`src/rtl/alu_pkg.sv`:
```
// Shared definitions for the ALU / counter / decoder utility block:
// datapath width and the eight ALU opcodes.
package alu_pkg;

    localparam int ALU_W = 4;

    localparam logic [2:0] OP_ADD = 3'b000;
    localparam logic [2:0] OP_SUB = 3'b001;
    localparam logic [2:0] OP_NOT = 3'b010;
    localparam logic [2:0] OP_AND = 3'b011;
    localparam logic [2:0] OP_OR  = 3'b100;
    localparam logic [2:0] OP_XOR = 3'b101;
    localparam logic [2:0] OP_SLT = 3'b110;
    localparam logic [2:0] OP_EQ  = 3'b111;

endpackage

```
`src/rtl/alu4_core.sv`:
```
// Purely combinational 4-bit ALU with zero, carry and signed-overflow flags.
// Carry and overflow only carry meaning for ADD and SUB and read 0 otherwise.
module alu4_core
    import alu_pkg::*;
(
    input  logic [2:0]       fnselec,
    input  logic [ALU_W-1:0] a,
    input  logic [ALU_W-1:0] b,
    output logic [ALU_W-1:0] res,
    output logic             zero,
    output logic             overflow,
    output logic             carry
);

    logic [ALU_W:0] sum;

    // Opcode decode; SUB is a + ~b + 1 so carry=1 means "no borrow"
    always_comb begin
        sum      = '0;
        res      = '0;
        overflow = 1'b0;
        carry    = 1'b0;
        case (fnselec)
            OP_ADD: begin
                sum      = {1'b0, a} + {1'b0, b};
                res      = sum[ALU_W-1:0];
                carry    = sum[ALU_W];
                overflow = (a[ALU_W-1] == b[ALU_W-1]) && (res[ALU_W-1] != a[ALU_W-1]);
            end
            OP_SUB: begin
                sum      = {1'b0, a} + {1'b0, ~b} + {{ALU_W{1'b0}}, 1'b1};
                res      = sum[ALU_W-1:0];
                carry    = sum[ALU_W];
                overflow = (a[ALU_W-1] != b[ALU_W-1]) && (res[ALU_W-1] != a[ALU_W-1]);
            end
            OP_NOT: res = ~a;
            OP_AND: res = a & b;
            OP_OR:  res = a | b;
            OP_XOR: res = a ^ b;
            OP_SLT: res = {{(ALU_W-1){1'b0}}, ($signed(a) < $signed(b))};
            OP_EQ:  res = {{(ALU_W-1){1'b0}}, (a == b)};
            default: res = '0;
        endcase
    end

    assign zero = (res == '0);

endmodule

```
`src/rtl/alu_cnt_dec_unit.sv`:
```
// Board-side utility block: a 4-bit ALU, a tick-driven down-counter and a
// 3-to-8 one-hot decoder sharing one clock and one asynchronous reset.
module alu_cnt_dec_unit
    import alu_pkg::*;
#(
    parameter int                CNT_W   = 3,
    parameter logic [CNT_W-1:0]  CNT_RST = CNT_W'(7)
) (
    input  logic             clk,
    input  logic             rst,
    input  logic [2:0]       alu_fnselec,
    input  logic [ALU_W-1:0] alu_a,
    input  logic [ALU_W-1:0] alu_b,
    output logic [ALU_W-1:0] alu_res,
    output logic             alu_zero,
    output logic             alu_overflow,
    output logic             alu_carry,
    input  logic             tick,
    input  logic             counter_en,
    output logic [CNT_W-1:0] dec_counter_out,
    input  logic [2:0]       x,
    input  logic             en,
    output logic [7:0]       y_dec
);

    logic [CNT_W-1:0] count;
    logic             armed;

    alu4_core u_alu (
        .fnselec  (alu_fnselec),
        .a        (alu_a),
        .b        (alu_b),
        .res      (alu_res),
        .zero     (alu_zero),
        .overflow (alu_overflow),
        .carry    (alu_carry)
    );

    // Down-counter; 'armed' stays low for the first edge after reset so a
    // tick coinciding with reset release is discarded. Wraps naturally.
    always_ff @(posedge clk or posedge rst) begin
        if (rst) begin
            count <= CNT_RST;
            armed <= 1'b0;
        end else begin
            armed <= 1'b1;
            if (armed && tick && counter_en) begin
                count <= count - CNT_W'(1);
            end
        end
    end

    assign dec_counter_out = count;

    // One-hot decoder, all zeros when disabled
    always_comb begin
        y_dec = 8'h00;
        if (en) begin
            y_dec = 8'h01 << x;
        end
    end

endmodule

```
`config.mk`:
```
export PLATFORM = sky130hd
export DESIGN_NAME = alu_cnt_dec_unit
export DESIGN_NICKNAME = d
export VERILOG_FILES = /design/src/rtl/alu_pkg.sv /design/src/rtl/alu4_core.sv /design/src/rtl/alu_cnt_dec_unit.sv
export SDC_FILE = /design/constraint.sdc
export NUM_CORES = 1
export LEC_CHECK = 0
export ABC_AREA = 1
export BUFFER_PORTS_ARGS = -buffer_cell sky130_fd_sc_hd__buf_4
export CAP_MARGIN = 10
export CORE_ASPECT_RATIO = 1.5
export CORE_MARGIN = 1
export CORE_UTILIZATION = 30
export CTS_CLUSTER_DIAMETER = 120
export DETAILED_ROUTE_END_ITERATION = 10
export GPL_TIMING_DRIVEN = 1
export PLACE_DENSITY_LB_ADDON = 0.15
export SLEW_MARGIN = 20
export SYNTH_ARGS = -nofsm -noshare
export SYNTH_HDL_FRONTEND = slang
export SYNTH_SLANG_ARGS = --single-unit
```
`constraint.sdc`:
```
create_clock -name clk -period 1.34 [get_ports clk]
set_input_delay 0 -clock clk [delete_from_list [all_inputs] [get_ports clk]]
set_output_delay 0 -clock clk [all_outputs]
set_load 0.05 [all_outputs]
```
## Word-level counts from Yosys, hierarchy flattened

Cells that the tools add are included.

- Add/subtract/negate cells: 4
- $lt $le $gt $ge: 1
- Equality and inequality tests: 12
- Shifts and indexed selects: 1
- Mux-type cells: 4
- Bitwise logic cells: 5
- Reduce and logical (&&, ||, !) cells: 6

Operator list:

| operator | number |
|---|---|
| 4-bit one-hot mux with 8 select lines | 1 |
| 3-bit == test, second input constant | 4 |
| 4-bit by 4-bit adder with 5-bit output | 2 |
| 8-bit two-way mux | 1 |
| 4-bit inverter | 2 |
| 1-bit by 3-bit << shifter with 8-bit output, first input constant | 1 |
| 3-bit by 2-bit == test with 1-bit output, second input constant | 2 |
| 5-bit by 1-bit adder with 5-bit output, second input constant | 1 |
| 4-bit AND | 1 |
| 4-bit == test | 1 |
| 1-bit logical AND | 4 |
| 4-bit zero test | 1 |
| 4-bit < comparator | 1 |
| 4-bit OR | 1 |
| 1-bit one-hot mux with 2 select lines | 2 |
| 4-bit XOR | 1 |
| 3-bit by 1-bit == test with 1-bit output, second input constant | 1 |
| 3-bit zero test | 1 |
| 1-bit != test | 3 |
| 3-bit by 1-bit subtractor with 3-bit output, second input constant | 1 |
| 1-bit == test | 1 |

- Register bits: 4
- Bits of input ports: 19
- Output and inout bits: 18
- Word-level logic and storage cells: 35

## Depth between registers and ports, before layout

Gate-level depths: netlist of the first run.

- Depth after elaboration: 6
- Mapped depth: 12
- Mapped depth without buffers: 11

## Cells and area by module

A second synthesis of the first run with hierarchy kept.

- Cell total of the unflattened synthesis: 176
- Area, all modules: 992.2 um2

By module, submodules not included:

| module | instances | cells an instance | area each (um2) | sequential area each (um2) |
|---|---|---|---|---|
| alu4_core | 1 | 135 | 733.2 | 0.0 |
| alu_cnt_dec_unit | 1 | 41 | 259.0 | 103.8 |

## Least setup slack after synthesis of the first run

OpenSTA, ideal clock, no wires.

- Path kind: input to output
- From: input port alu_a[0]
- To: output port alu_zero
- Arrival time: 1.884 ns
- Required time: 1.340 ns
- Path slack: -0.544 ns
- Stages on the path: 11
- Path buffers: 0
- Cells stage by stage: inv_1 ha_1 fa_1 or2_4 nand2_2 nand2_1 nand2_1 nand3_1 nor2_2 nand2_1 nor2_1

- Word-level cells in the longest chain between the ends: 4
- Elaborated cells on any way between the ends: 11
- Classes of those cells: 3 x add/sub; 1 x order compare; 1 x eq/ne; 1 x mux; 4 x bitwise; 1 x reduce/logical

RTL lines:

| item | RTL line | text |
|---|---|---|
| start, declared | alu_cnt_dec_unit.sv:12 | `input logic [ALU_W-1:0] alu_a,` |
| 4-bit by 4-bit adder with 5-bit output | alu4_core.sv:31 | `sum = {1'b0, a} + {1'b0, ~b} + {{ALU_W{1'b0}}, 1'b1};` |
| 5-bit by 1-bit adder with 5-bit output | alu4_core.sv:31 |  |
| 4-bit one-hot mux with 8 select lines * | alu4_core.sv:23 | `case (fnselec)` |
| 4-bit zero test * | alu4_core.sv:46 | `assign zero = (res == '0);` |
| end, declared | alu_cnt_dec_unit.sv:15 | `output logic alu_zero,` |

Mark *: on every way between the ends. The rest lies on a longest branch, timed or not.

## Final worst setup path of the first run

- From: input port alu_a[0]
- To: output port alu_res[0]

- Word-level cells in the longest chain between the ends: 3
- Elaborated cells on any way between the ends: 10
- Classes of those cells: 3 x add/sub; 1 x order compare; 1 x eq/ne; 1 x mux; 4 x bitwise

RTL lines:

| item | RTL line | text |
|---|---|---|
| 4-bit by 4-bit adder with 5-bit output | alu4_core.sv:31 |  |
| 5-bit by 1-bit adder with 5-bit output | alu4_core.sv:31 |  |
| 4-bit one-hot mux with 8 select lines * | alu4_core.sv:23 |  |
| end, declared | alu_cnt_dec_unit.sv:14 | `output logic [ALU_W-1:0] alu_res,` |

Marked as above.

==> qor.csv, run 1 <==
metric;value;unit
result of the run;complete, but fails checks;
violations in the final reports;negative setup slack;
TritonCTS clock tree;yes;
root buffer selected by CTS;clkbuf_8;
standby leakage power;0.000869;uW
share of the core filled with cells in the final layout;55.6;%
total grt overflow;0;
Worst path top cell family by delay;simple AND/OR/NAND/NOR gates;
library cells used by synthesis;28;
CP most frequent cell;nand2_1;
nature of the critical path endpoint;output pin;
via total after detailed routing;1247;
number of violations of the max-capacitance limit;0;
initial core utilization;31.9;%
cells traversed along the worst timing path;buf_12 -> inv_12 -> ha_4 -> fa_2 -> or2_4 -> nand2_2 -> nand2_1 -> nand2_1 -> nand3_2 -> nor2_4 -> buf_6 -> clkinvlp_4 -> buf_8;
flop and latch count out of synthesis;4;
worst slack on hold paths;0.0921;ns
Clk Latency, worst-skew pair;0.22;ns
Worst Setup Slack, final;-0.213;ns
final cycle utilization of the critical path;116;%
number of flops mapped to enable cells by yosys;0;
count of buffers from port buffering;36;
clock transition at the registers of the reported paths;0.04;ns
stage delay of the slowest cell on the critical path;0.34;ns
sinks on the clock net;4;
critical path data arrival time;1.55;ns
area share of and/or/nand/nor cells after synthesis;41.9;%
Top FF cell, synth;dfstp_2;
net count of the finished layout;259;
final setup violating endpoints;6;
fraction of the mapped netlist area in compound gates;8.17;%
share of async-settable or async-resettable flops after synthesis;100;%
num rows;24;
total CTS buffers;3;
Netlist Area Pre-Place;950;um^2
ratio of routed vias to standard cells;4.74;
maximum clock rate;644;MHz
ANT nets after route;0;
power density of the placed cells;907;nW/um^2
number of buffers and inverters on the critical path;5;
H-tree levels;1;
Total GRT Usage;18.9;%
Max Transition Viols Final;0;
setup TNS;-0.792;ns
maximum number of pins on one net before global-route repair;13;
post-synthesis adder-cell area fraction;21.3;%
min cycle time layout;1.55;ns
wire length per cell after detailed routing;11.6;um
area of the die;3400;um^2
beginning of the worst hold path;tick;
maximum root-to-sink buffer count;2;
unrepaired setup endpoints after global routing;true;
part of the Yosys area used for sequential elements;10.9;%
Die Wd;47.9;um
DRC violation count after routing;0;
antenna violations before repair;0;
Pwr Total;1500;uW
largest driver fanout on the critical path;3;
gate count of the mapped netlist;163;
Die Ht;70.9;um
critical path class;in -> out;
core region area;2970;um^2
dominant combinational cell family by area after synthesis;simple AND/OR/NAND/NOR gates;
worst setup path start;alu_a[0];
Multi-input gate area;805;um^2
Top-Level Pins;37;
overall routed net length;3.06;mm
launch instance of the worst register-to-register path;dec_counter_out[0];
data required time at the worst endpoint;1.34;ns
fraction of layout cells with a size suffix above 1;45.5;%
Layout Area Growth over Synthesis;74.0;%
antenna cell count;0;
peak ir drop on the vdd network;1.27;mV
initial detailed-routing violation count;31;
count of yosys warnings during synthesis;0;
setup skew after layout;0.00825;ns
Setup WS pre-CTS;-0.325;ns
Avg Cell Area, Syn;5.83;um^2
number of filler instances in the final layout;302;
cell type of the slowest stage on the worst timing path;fa_2;
vias in the first global route;1214;
proportion of synthesized area in mux cells;0;%
last weighted congestion value of the routability-driven placer;0.839;
number of endpoints with negative hold slack in the final report;0;
worst min-delay path category;in -> reg;
Reg area;104;um^2
placed wire-length estimate;2.40;mm
global-route wire length before repair;4.82;mm
type of origin of the critical path;input port;
synthesized-area fraction occupied by xor and xnor cells;1.84;%
post-synthesis net count;197;
Initial DRT Pass Iterations;4;
-- where the power goes --
part / internal (uW) / switching, uW / total (uW)
sequential: 202 / 35.0 / 237
clock: 204 / 70.8 / 275
combinational: 386 / 601 / 987
-- logic make-up (layout without fill, tap and decap cells) --
kind of cell	Yosys count	after routing
AO/OA/AOI/OAI	13	13
XOR/XNOR	2	2
adder cells (fa/ha/maj)	15	15
buffers and inverters	35	96
flip-flops	4	4
other	1	1
AND/OR/NAND/NOR	93	93
-- cells in the final DEF (no fill, tap or decap), drive strengths merged --
cell type / synthesis / final
nor3: 2 / 2
xnor2: 1 / 1
a21oi: 6 / 6
inv: 32 / 30
xor2: 1 / 1
o21ai: 5 / 5
dlygate4sd3: 0 / 1
o211ai: 1 / 1
clkinvlp: 0 / 2
clkbuf: 0 / 4
nand4: 2 / 2
conb: 1 / 1
nor2: 29 / 29
o21a: 1 / 1
dfstp: 3 / 3
fa: 2 / 2
nand3b: 1 / 1
or2: 2 / 2
buf: 2 / 58
nand2: 39 / 39
nand3: 18 / 18
clkinv: 1 / 1
ha: 13 / 13
dfrtp: 1 / 1
-- flip-flops by register name, indices dropped and copies added, names as in the netlist --
register	flops
dec_counter_out	3
armed	1
-- repair_timing --
item / in CTS / in global routing
cloned: 0 / 0
gates resized for setup: 24 / 14
endpoints found under the hold margin: 4 / 0
setup endpoints to repair: 7 / 7
pin swaps: 13 / 4
buffers inserted: 2 / 2
hold buffers: 1 / 0
-- final cells by class --
class                           count  area share [%]
Inverter                           33            8.71
Multi-Input combinational cell    124            48.7
Sequential cell                     4            6.28
Timing Repair Buffer               59            30.7
Tap cell                           39            2.95
Clock buffer                        4            2.73
-- tightest hold or removal path, cell delays in order --
cell     delay (ns)
buf_4          0.12
nand4_1        0.10
xnor2_1        0.08
-- path summary, 6_finish.rpt --
kind | endpoint | slack (ns) | cells past startpoint
min | dec_counter_out[2] | 0.09 | 3
min in group asynchronous | armed | 0.21 | 3
min reg2reg | dec_counter_out[2] | 0.52 | 1
max reg2reg | dec_counter_out[1] | 0.21 | 3
max in group asynchronous | dec_counter_out[0] | 0.89 | 3
max | alu_res[0] | -0.21 | 13
-- cells in the mapped netlist, types with 2 or more instances --
cell type / n / area share, %
nor2_2: 2 / 1.3
dfstp_2: 3 / 8.3
nand3_1: 18 / 9.5
inv_1: 28 / 11
o21ai_0: 3 / 1.6
a21oi_1: 5 / 2.6
nand4_1: 2 / 1.3
nand2_1: 38 / 15
nor2_1: 27 / 11
nor3_1: 2 / 1.1
inv_2: 4 / 1.6
ha_1: 13 / 17
fa_1: 2 / 4.2
buf_6: 2 / 2.4
-- metrics by stage --
step | cell area (um^2) | instances
global route | 1650 | 263
finish | 1650 | 263
detailed placement | 1430 | 254
global placement | 1430 | 254
floorplan | 996 | 163
CTS | 1590 | 261
-- routing by layer --
metal	GRT usage [%]	up-vias	wire length, um
met5	0	-	0
met4	8.95	0	121
met3	0.510	10	120
met2	36.3	43	1730
met1	18.8	570	1080
li1	-	624	-
Note: power is estimated with default switching activity, not from simulation.
==> run 2, diff against run 1 <==
--- a/config.mk
+++ b/config.mk
@@ -5,7 +5,6 @@
 export SDC_FILE = /design/constraint.sdc
 export NUM_CORES = 1
 export LEC_CHECK = 0
-export ABC_AREA = 1
 export BUFFER_PORTS_ARGS = -buffer_cell sky130_fd_sc_hd__buf_4
 export CAP_MARGIN = 10
 export CORE_ASPECT_RATIO = 1.5
==> run 2 against run 1 <==
  * The run still ends with negative setup slack left
  * Sequential cell count did not move
  * Clock power barely moved
  * Wire length fell by 3.4%
  * Hold slack got worse by 0.045 ns
  * Final area is 8.4% higher
  * Sequential power barely moved
  * Non-clock buffer count is 10 higher
  * Maximum frequency decreased by 7.5%
  * Count of clock-buffer cells in the layout stayed put
==> qor.csv, run 2 <==
metric;value;unit;change
most used standard cell by instance count after synthesis;nor2_1;;
Clk Latency, worst-skew pair;0.22;ns;about the same
number of endpoints with negative hold slack in the final report;0;;unchanged
Die Ht;68.9;um;-2.9%
Die Wd;46.6;um;-2.8%
Non-Filler Instances;227;;-14%
Switching Power;691;uW;-2.3%
cells taking the most area after synthesis;ha_1 18%, dfstp_2 8.8%, nor2_1 6.3%;;
result of the run;complete, but fails checks;;
number of filler instances in the final layout;258;;-15%
switch share;44.4;%;-2.8 points
largest driver fanout on the critical path;3;;unchanged
Multi-input gate area;900;um^2;+12%
via total after detailed routing;1119;;-10%
part of the Yosys area used for sequential elements;11.6;%;+0.67 points
flop and latch count out of synthesis;4;;unchanged
Setup WS pre-CTS;-0.456;ns;-0.131 ns
placed wire-length estimate;2.20;mm;-8.7%
library cells used by synthesis;43;;+54%
gate count of the mapped netlist;123;;-25%
number of violations of the max-capacitance limit;0;;unchanged
wire length per cell after detailed routing;13.0;um;+12%
vias in the first global route;1171;;-3.5%
final setup violating endpoints;6;;unchanged
ratio of routed vias to standard cells;4.93;;+4.0%
core region area;2760;um^2;-7.1%
antenna violations before repair;0;;unchanged
root buffer selected by CTS;clkbuf_8;;
Layout Area Growth over Synthesis;100;%;
data required time at the worst endpoint;1.34;ns;about the same
worst hold endpoint;dec_counter_out[2];;
peak ir drop on the vdd network;1.02;mV;-19%
total grt overflow;0;;unchanged
total CTS buffers;3;;unchanged
end of the worst register-to-register path;dec_counter_out[1];;
H-tree levels;1;;unchanged
TritonCTS clock tree;yes;;
part of the power in combinational logic;66.7;%;+0.8 points
critical path data arrival time;1.68;ns;+0.13 ns
standby leakage power;0.000818;uW;-5.9%
Routed met3 length;61;um;-49%
post-route cell area;1790;um^2;+8.4%
type of origin of the critical path;input port;;
count of buffers from port buffering;36;;unchanged
Reg area;104;um^2;unchanged
net count of the finished layout;225;;-13%
beginning of the worst hold path;counter_en;;
number of flops mapped to enable cells by yosys;0;;unchanged
violations in the final reports;negative setup slack;;
initial detailed-routing violation count;15;;-52%
antenna cell count;0;;unchanged
area of the die;3210;um^2;-5.6%
maximum number of pins on one net before global-route repair;11;;-2
global-route wire length before repair;4.64;mm;-3.6%
Pwr Total;1560;uW;+3.8%
Routed met2 length;1.76;mm;+1.6%
Seq pwr share;15.4;%;-0.4 points
M1 WL;1.03;mm;-4.8%
launch instance of the worst register-to-register path;dec_counter_out[0];;
unrepaired setup endpoints after global routing;true;;
sinks on the clock net;4;;unchanged
top cells by instance count after synthesis;15 x nor2_1, 13 x ha_1, 13 x inv_1, 7 x nand2_1, 7 x o21ai_0;;
design internal power;865;uW;+9.2%
maximum root-to-sink buffer count;2;;unchanged
num rows;23;;-4.2%
number of cells after detailed placement;214;;-16%
Top FF cell, synth;dfstp_2;;
share of power burned in the clock network;17.9;%;-0.4 points
top cell type by total area after synthesis;ha_1;;
Max Transition Viols Final;0;;unchanged
Worst Setup Slack, final;-0.338;ns;-0.125 ns
critical path class;in -> out;;
nature of the critical path endpoint;output pin;;
Netlist Area Pre-Place;895;um^2;-5.8%
Avg Cell Area, Syn;7.27;um^2;+25%
ANT nets after route;0;;unchanged
top routing layer used;met4;;
last weighted congestion value of the routability-driven placer;0.770;;-8.3%
worst hold path depth;3;;unchanged
cell depth of the worst flop-to-flop path;3;;unchanged
min cycle time layout;1.68;ns;+0.125 ns
Top-Level Pins;37;;unchanged
maximum clock rate;596;MHz;-7.5%
post-synthesis net count;157;;-20%
Initial DRT Pass Iterations;4;;unchanged
most used cells in the layout excluding fill and tap cells;52 x buf_4, 12 x nor2_1, 9 x buf_6;;
count of yosys warnings during synthesis;0;;unchanged
Total GRT Usage;20.0;%;+1.0 points
area post-placement;1450;um^2;+1.7%
setup skew after layout;0.00480;ns;-0.00345 ns
final cycle utilization of the critical path;125;%;+9.4 points
clock transition at the registers of the reported paths;0.04;ns;about the same
register-to-register path setup slack;0.23;ns;+0.02 ns
power density of the placed cells;868;nW/um^2;-4.3%
initial core utilization;32.4;%;+0.44 points
number of flip-flops in the largest register;3;;unchanged
DRC violation count after routing;0;;unchanged
fraction of layout cells with a size suffix above 1;58.9;%;+13 points
most common library cell in the layout ignoring fill and taps;buf_4;;
Synth top area share;18.2;%;+1.1 points
share of async-settable or async-resettable flops after synthesis;100;%;unchanged
overall routed net length;2.95;mm;-3.4%
worst min-delay path category;in -> reg;;
==> run 2: cell count changes in the layout (fill, tap and decap cells not counted), sizes merged, moves of 3 or more <==
cell and change:
nand2b +5, a211o +3, nor2 -14, nand2 -32
xnor2 +4, inv -16, nand3 -14, o21ai +4
buf +10
==> run 2: kinds of logic (layout without fill, tap and decap cells) <==
kind of cell | Yosys count | after routing | synth area share (%)
other | 1 | 1 | 0.419
multiplexers | 1 | 1 | 1.12
flip-flops | 4 | 4 | 11.6
AND/OR/NAND/NOR | 48 | 48 | 28.4
adder cells (fa/ha/maj) | 15 | 15 | 22.7
XOR/XNOR | 5 | 5 | 4.89
buffers and inverters | 20 | 87 | 9.23
AO/OA/AOI/OAI | 29 | 29 | 21.7
==> run 2: per-stage QoR <==
stage | setup TNS [ns] | hold slack (ns) | util (%)
6_report | -1.23 | 0.0471 | 64.9
5_1_grt | -1.66 | 0.0780 | 64.9
4_1_cts | -1.16 | 0.0510 | 62.2
3_5_place_dp | -1.93 | -0.104 | 52.5
3_3_place_gp | -1.78 | -0.110 | 52.5
2_1_floorplan | -0.939 | -0.236 | -
==> run 2: layout make-up <==
class,instances,area share [%]
multi-input cells,99,50.2
repair buffers,69,34.4
flip-flops and latches,4,5.80
inverters,14,4.47
well taps,37,2.58
clock buffers,4,2.51
==> run 2: timing repair <==
item | in CTS | in global routing
pin swaps | 16 | 18
buffers inserted | 7 | 3
gates cloned | 0 | 0
gates resized for setup | 42 | 16
hold buffers | 1 | 0
hold endpoints to repair | 4 | 0
endpoints found under the setup margin | 7 | 7
==> run 2: power groups by stage <==
| stage | Combinational [uW] | Clock, uW | Sequential, uW |
|---|---|---|---|
| 5_1_grt | 1110 | 295 | 243 |
| 3_3_place_gp | 867 | 0 | 238 |
| 2_1_floorplan | 412 | 0 | 404 |
| 6_report | 1040 | 278 | 239 |
| 4_1_cts | 1000 | 281 | 239 |
| 3_5_place_dp | 881 | 0 | 240 |
==> run 2: layer usage <==
metal | up-vias | track usage, %
met1 | 527 | 18.2
met4 | 0 | 9.93
met3 | 8 | 1.04
met5 | - | 0
li1 | 556 | -
met2 | 28 | 41.0
==> run 2: worst max-delay path by stage <==
stage / startpoint / endpoint / slack [ns] / depth (start not counted)
final: alu_a[0] / alu_zero / -0.34 / 10
after global routing: alu_a[0] / alu_zero / -0.41 / 10
after CTS: alu_a[0] / alu_zero / -0.30 / 9
after detailed placement: alu_a[0] / alu_zero / -0.46 / 8
after global placement: alu_a[0] / alu_zero / -0.39 / 8
after floorplan: alu_a[0] / alu_zero / -0.75 / 8
==> run 2: critical path, cell delays in order <==
cell      delay, ns
buf_12         0.10
inv_12         0.03
ha_4           0.16
fa_2           0.53
nor2_2         0.04
a21oi_2        0.09
o211ai_1       0.10
o21a_2         0.15
nor4_4         0.29
buf_6          0.19
